File: config.mk
export PLATFORM = sky130hd
export DESIGN_NAME = btb_update_ctrl
export DESIGN_NICKNAME = d
export VERILOG_FILES = /design/src/rtl/btb_update_ctrl_pkg.sv /design/src/rtl/btb_upd_queue.sv /design/src/rtl/btb_update_ctrl.sv
export SDC_FILE = /design/constraint.sdc
export NUM_CORES = 1
export LEC_CHECK = 0
export ABC_AREA = 1
export CAP_MARGIN = 25
export CORE_UTILIZATION = 34
export DETAILED_ROUTE_END_ITERATION = 10
export HOLD_SLACK_MARGIN = 0.15
export SLEW_MARGIN = 25
export SYNTH_ARGS = -nofsm -noshare
export SYNTH_HDL_FRONTEND = slang
export SYNTH_SLANG_ARGS = --single-unit
File: constraint.sdc
create_clock -name clk -period 6.6 [get_ports clk]
set_clock_uncertainty 0.1 [all_clocks]
set_input_delay 1.32 -clock clk [delete_from_list [all_inputs] [get_ports clk]]
set_output_delay 1.32 -clock clk [all_outputs]
set_load 0.05 [all_outputs]
File: src/rtl/btb_update_ctrl_pkg.sv
// Shared types and default sizing for the BTB update path.
// Latency: n/a (types only).
// Backpressure: n/a (types only).
package btb_update_ctrl_pkg;

    typedef logic [15:0] lc3b_word;

    // One pending BTB write: the branch PC (index/tag) and its resolved target.
    typedef struct packed {
        lc3b_word pc;
        lc3b_word target;
    } lc3b_btb_upd;

    localparam int BTB_UPD_DEPTH = 4;
    localparam int BTB_MAX_DEFER = 3;

endpackage

File: src/rtl/btb_upd_queue.sv
// Circular buffer of pending BTB updates with an associative PC lookup for coalescing.
// Latency: an entry written at a clock edge is visible at the head the following cycle.
// Backpressure: none internally; the caller must not enqueue when full without a same-cycle dequeue.
module btb_upd_queue
    import btb_update_ctrl_pkg::*;
#(
    parameter int DEPTH = BTB_UPD_DEPTH,
    localparam int PTR_W = $clog2(DEPTH),
    localparam int CNT_W = PTR_W + 1
) (
    input  logic              clk,
    input  logic              reset,
    input  logic              enq_i,
    input  lc3b_btb_upd       enq_dat_i,
    input  logic              deq_i,
    input  logic              coal_i,
    input  logic [PTR_W-1:0]  coal_idx_i,
    input  lc3b_word          coal_target_i,
    input  lc3b_word          match_pc_i,
    output logic              match_vld_o,
    output logic [PTR_W-1:0]  match_idx_o,
    output lc3b_btb_upd       head_dat_o,
    output logic [PTR_W-1:0]  head_idx_o,
    output logic [CNT_W-1:0]  count_o,
    output logic              full_o,
    output logic              empty_o
);

    lc3b_btb_upd         mem_q [DEPTH];
    logic [PTR_W-1:0]    head_q;
    logic [PTR_W-1:0]    tail_q;
    logic [CNT_W-1:0]    count_q;
    logic [DEPTH-1:0]    slot_vld;

    // Storage and pointers; coalesce and enqueue never target the same slot
    // because coalescing only happens when the PC is already present.
    always_ff @(posedge clk) begin
        if (reset) begin
            head_q  <= '0;
            tail_q  <= '0;
            count_q <= '0;
            for (int i = 0; i < DEPTH; i++) begin
                mem_q[i] <= '0;
            end
        end else begin
            if (coal_i) begin
                mem_q[coal_idx_i].target <= coal_target_i;
            end
            if (enq_i) begin
                mem_q[tail_q] <= enq_dat_i;
                tail_q        <= tail_q + PTR_W'(1);
            end
            if (deq_i) begin
                head_q <= head_q + PTR_W'(1);
            end
            count_q <= count_q + CNT_W'(enq_i) - CNT_W'(deq_i);
        end
    end

    // Occupancy per slot (distance from head below count) and first PC match.
    always_comb begin
        match_vld_o = 1'b0;
        match_idx_o = '0;
        slot_vld    = '0;
        for (int i = 0; i < DEPTH; i++) begin
            slot_vld[i] = ({1'b0, PTR_W'(PTR_W'(i) - head_q)} < count_q);
            if (slot_vld[i] && (mem_q[i].pc == match_pc_i) && !match_vld_o) begin
                match_vld_o = 1'b1;
                match_idx_o = PTR_W'(i);
            end
        end
    end

    assign head_dat_o = mem_q[head_q];
    assign head_idx_o = head_q;
    assign count_o    = count_q;
    assign full_o     = (count_q == CNT_W'(DEPTH));
    assign empty_o    = (count_q == '0);

endmodule

File: src/rtl/btb_update_ctrl.sv
// Filters resolved taken branches, queues/coalesces them and drains one per cycle into the BTB write port.
// Latency: res_valid in cycle N -> btb_write in N+2 when the queue is empty and fetch does not conflict.
// Backpressure: none upstream; candidates arriving to a full queue (after same-cycle issue) are dropped and counted.
module btb_update_ctrl
    import btb_update_ctrl_pkg::*;
#(
    parameter int DEPTH     = BTB_UPD_DEPTH,
    parameter int MAX_DEFER = BTB_MAX_DEFER,
    localparam int PTR_W = $clog2(DEPTH),
    localparam int CNT_W = PTR_W + 1,
    localparam int DEF_W = $clog2(MAX_DEFER + 1)
) (
    input  logic              clk,
    input  logic              reset,
    input  logic              res_valid,
    input  logic [15:0]       res_pc,
    input  logic [15:0]       res_target,
    input  logic              res_taken,
    input  logic              res_pred_hit,
    input  logic [15:0]       res_pred_pc,
    input  logic [15:0]       fetch_pc,
    input  logic              fetch_hit,
    output logic [15:0]       btb_write_pc,
    output logic [15:0]       btb_write_data,
    output logic              btb_write,
    output logic              q_full,
    output logic [CNT_W-1:0]  q_count,
    output logic [15:0]       drop_count
);

    lc3b_btb_upd       head;
    logic [PTR_W-1:0]  head_idx;
    logic [PTR_W-1:0]  match_idx;
    logic              match_vld;
    logic              q_empty;
    logic              cand, coal, enq, drop;
    logic              conflict, forced, issue;

    logic [DEF_W-1:0]  defer_q, defer_d;
    logic              wr_q, wr_d;
    lc3b_word          wr_pc_q, wr_pc_d;
    lc3b_word          wr_data_q, wr_data_d;
    logic [15:0]       drop_q, drop_d;

    // Only the set-index bits of the fetch PC matter for the LRU race.
    logic unused_fetch_bits;
    assign unused_fetch_bits = ^{fetch_pc[15:4], fetch_pc[0]};

    btb_upd_queue #(.DEPTH(DEPTH)) u_queue (
        .clk           (clk),
        .reset         (reset),
        .enq_i         (enq),
        .enq_dat_i     ('{pc: res_pc, target: res_target}),
        .deq_i         (issue),
        .coal_i        (coal),
        .coal_idx_i    (match_idx),
        .coal_target_i (res_target),
        .match_pc_i    (res_pc),
        .match_vld_o   (match_vld),
        .match_idx_o   (match_idx),
        .head_dat_o    (head),
        .head_idx_o    (head_idx),
        .count_o       (q_count),
        .full_o        (q_full),
        .empty_o       (q_empty)
    );

    // Candidate filter, fetch-set conflict and queue control; a dequeue frees
    // its slot for a same-cycle candidate.
    always_comb begin
        cand     = res_valid & res_taken & (~res_pred_hit | (res_pred_pc != res_target));
        coal     = cand & match_vld;
        conflict = fetch_hit & (fetch_pc[3:1] == head.pc[3:1]);
        forced   = (defer_q == DEF_W'(MAX_DEFER));
        issue    = ~q_empty & (~conflict | forced);
        enq      = cand & ~match_vld & (~q_full | issue);
        drop     = cand & ~match_vld & q_full & ~issue;
    end

    // Next state for the defer counter, write-port registers and drop counter.
    always_comb begin
        defer_d   = defer_q;
        wr_d      = issue;
        wr_pc_d   = wr_pc_q;
        wr_data_d = wr_data_q;
        drop_d    = drop_q;
        if (issue) begin
            defer_d = '0;
        end else if (!q_empty && conflict) begin
            defer_d = defer_q + DEF_W'(1);
        end
        if (issue) begin
            wr_pc_d   = head.pc;
            // A coalesce onto the popping head must still reach the BTB.
            wr_data_d = (coal && (match_idx == head_idx)) ? res_target : head.target;
        end
        if (drop && (drop_q != 16'hFFFF)) begin
            drop_d = drop_q + 16'd1;
        end
    end

    // Registered state of the controller.
    always_ff @(posedge clk) begin
        if (reset) begin
            defer_q   <= '0;
            wr_q      <= 1'b0;
            wr_pc_q   <= '0;
            wr_data_q <= '0;
            drop_q    <= '0;
        end else begin
            defer_q   <= defer_d;
            wr_q      <= wr_d;
            wr_pc_q   <= wr_pc_d;
            wr_data_q <= wr_data_d;
            drop_q    <= drop_d;
        end
    end

    assign btb_write      = wr_q;
    assign btb_write_pc   = wr_pc_q;
    assign btb_write_data = wr_data_q;
    assign drop_count     = drop_q;

endmodule

==> impl_metrics.yaml <==
status:
  run_status: "finished clean"
sta:
  slew_headroom_pct: 33.3
  fmax_mhz: 204
  layout_worst_path_cycle_share_pct: 74.1
  slew_violations: 0
  setup_viol: 0
  timing.setup.tns_ps: 0
  fin_ws_ps: 1710
  fin_crit_ps: 4890
  worst_pin_slew_ps: 998
  hold_viol_final: 0
  rsz0062_at_grt: "false"
die:
  die_area_um2: 31500
  die_y_um: 177
  core_area_um2: 30000
  row_count: 63
  start_util_pct: 35.0
  ioPinCount: 123
  die_x_um: 177
yosys:
  yosys.area_share.simple_pct: 31.1
  synth_cell_types: 44
  synth_area_um2: 10500
  postSynthCellCount: 1356
  ys_warn_count: 0
  synth_top_family_by_area: "simple AND/OR/NAND/NOR gates"
  synth_fa_ha_area_share_pct: 1.15
  ys_seq_elements: 188
  synthXorXnorAreaFrac_pct: 2.59
  muxShareOfSynthArea_pct: 0
  seq_area_frac_synth_pct: 48.2
  avgSynthCellArea_um2: 7.72
  synth_compound_area_share_pct: 7.67
  syn_nets: 1435
cts:
  cts_made_buffers: 17
  clkLatencyLatePin_ps: 440
  holdBufCountCts: 0
  clock_path_buffers: 2
  cts.sinks: 188
  root_buffer: "clkbuf_16"
  postCtsSetupRepairBufs: 0
  htreeDepth: 4
  clkTransAtPathRegs_ps: 70
  cts_tree: "yes"
  cts_resized: 0
pwr:
  power.total_w: 0.00429
  ir_worst_vdd_mv: 0.184
  p_leak_nw: 5.26
  power_density_nw_per_um2: 344
critical_path:
  setup.worst_path.end_class: "flip-flop"
  critPathKind: "input pin to flip-flop"
  start_kind: "input pin"
  cp_slowest_stage_delay_ps: 670
  r2r-end: "u_queue.mem_q[1][11]"
  crit_slowest_cell: "nand2_1"
  cp_common_cell: "nand2_1"
  r2r_cells: 14
  arrival_ps: 4770
  worstPathMaxFanout: 33
  required_ps: 6480
  worstPathCellList: "clkdlybuf4s50_1 > inv_2 > nand2_1 > nand2_1 > nor2_1 > nand2_1 > nor2_1 > nand3_1 > nand2_2 > nor2_4 > nand4_4 > nor2_2 > nor2_8 > nand2_4 > nand2_1"
  rrSetupSlack_ps: 2030
min_path:
  whs_path_depth: 2
  hold_path.class: "flip-flop to flip-flop"
  hp-start: "btb_write_data[14]"
  whs_endpoint: "btb_write_data[14]"
drt:
  ant_nets: 0
  vias: 8961
  avgRoutedWirePerCell_um: 15.8
  drc: 0
  vias_per_cell: 4.86
  routed_wl_um: 29100
  firstDrtPassIters: 5
  drt-initial-drc-count: 641
global_route:
  track_usage_pct: 19.0
  grt_pass1_vias: 8442
  antenna_found_initial: 0
  grt_max_degree: 48
  overflow: 0
  grt_pass1_wl_um: 45700
run:
  cap_violations: 0
place:
  placement.io_buffers: 109
  placed_cell_area_um2: 11800
  gp_congestion: 0.895
  place_hpwl_um: 19800
  place_ws_ps: 1200
layout:
  diodes: 0
  final_layout_size_suffix_gt1_share_pct: 5.98
  final_nets: 1520
  postLayoutCellArea_um2: 12500
  final_common_cell: "nand2_1"
  final_cell_mix: "nand2_1, nor2_1, inv_1"
  synthToLayoutAreaGrowth_pct: 19.0
==> how the worst max path moves through the flow <==
stage / startpoint / to / slack (ps) / cells after the start
final: res_pc[15] / u_queue.mem_q[1][11] / 1710 / 15
after global routing: res_pc[6] / u_queue.mem_q[0][15] / 1470 / 15
after CTS: res_pc[15] / u_queue.mem_q[1][15] / 1670 / 15
after detailed placement: res_pc[15] / u_queue.mem_q[1][3] / 1200 / 15
after global placement: res_pc[15] / u_queue.mem_q[1][3] / 1280 / 15
after floorplan: res_pc[15] / u_queue.mem_q[3][16] / 2570 / 12
==> cell families (layout without fill, tap and decap cells) <==
group	count (synthesis)	after routing
AND/OR/NAND/NOR	768	768
buffers and inverters	229	327
flip-flops	188	188
AO/OA/AOI/OAI	131	131
XOR/XNOR	31	31
adder cells (fa/ha/maj)	9	9
==> power breakdown <==
group / internal [W] / total [W] / leakage, nW / switching (W)
Sequential: 0.00141 / 0.00153 / 1.82 / 0.000115
Clock: 0.000679 / 0.00115 / 0.309 / 0.000472
Combinational: 0.000511 / 0.00161 / 3.14 / 0.00110
==> synthesized netlist by cell type (all sizes together) <==
library cell | n | area, um2
o21a | 1 | 7.51
a31oi | 1 | 6.26
nand3b | 2 | 15.0
clkbuf | 20 | 77.6
inv | 178 | 671
xor2 | 6 | 52.6
buf | 31 | 223
nor4 | 1 | 6.26
nand4 | 33 | 243
nand2 | 441 | 1690
nor2 | 226 | 945
nor3 | 3 | 15.0
nand3 | 57 | 318
o22ai | 4 | 25.0
or2 | 2 | 12.5
fa | 1 | 20.0
xnor2 | 25 | 219
dfxtp | 60 | 1200
o21ai | 44 | 228
ha | 8 | 100
a21boi | 1 | 7.51
a22o | 13 | 114
a21oi | 51 | 255
and2 | 3 | 18.8
edfxtp | 128 | 3840
a32o | 16 | 160
==> flip-flops by register name, indices dropped and copies added, names as in the netlist, named ones only <==
name and flops:
u_queue.mem_q 128, u_queue.head_idx_o 2, u_queue.count_o 3, defer_q 2, btb_write 1, drop_count 16
btb_write_pc 16, btb_write_data 16, u_queue.tail_q 2
==> routing by layer <==
metal	part of all wire (%)	global-route usage [%]	vias up
met2	47	31.3	223
li1	-	-	4499
met4	1.1	5.06	0
met5	0	0	-
met1	47	25.3	4220
met3	5.0	3.96	19
==> layout make-up <==
class	instances	area [um2]
fill	3016	17500
clock inverter	12	208
multi-input combinational	939	4470
sequential	188	5050
timing repair buffer	117	1150
inverter	178	671
tap	390	488
clock buffer	20	437
==> critical path: cells and delay by family <==
kind          cells  cell delay, ps
buf+inv           2             750
simple gates     13            2660
==> metrics by stage <==
stage	util, %	hold WS [ps]	instances
global placement	39.4	338	1812
floorplan	-	343	1356
CTS	41.6	360	1844
global route	41.6	373	1844
detailed placement	39.5	340	1812
finish	41.6	359	1844
Note: power is estimated with default switching activity, not from simulation.
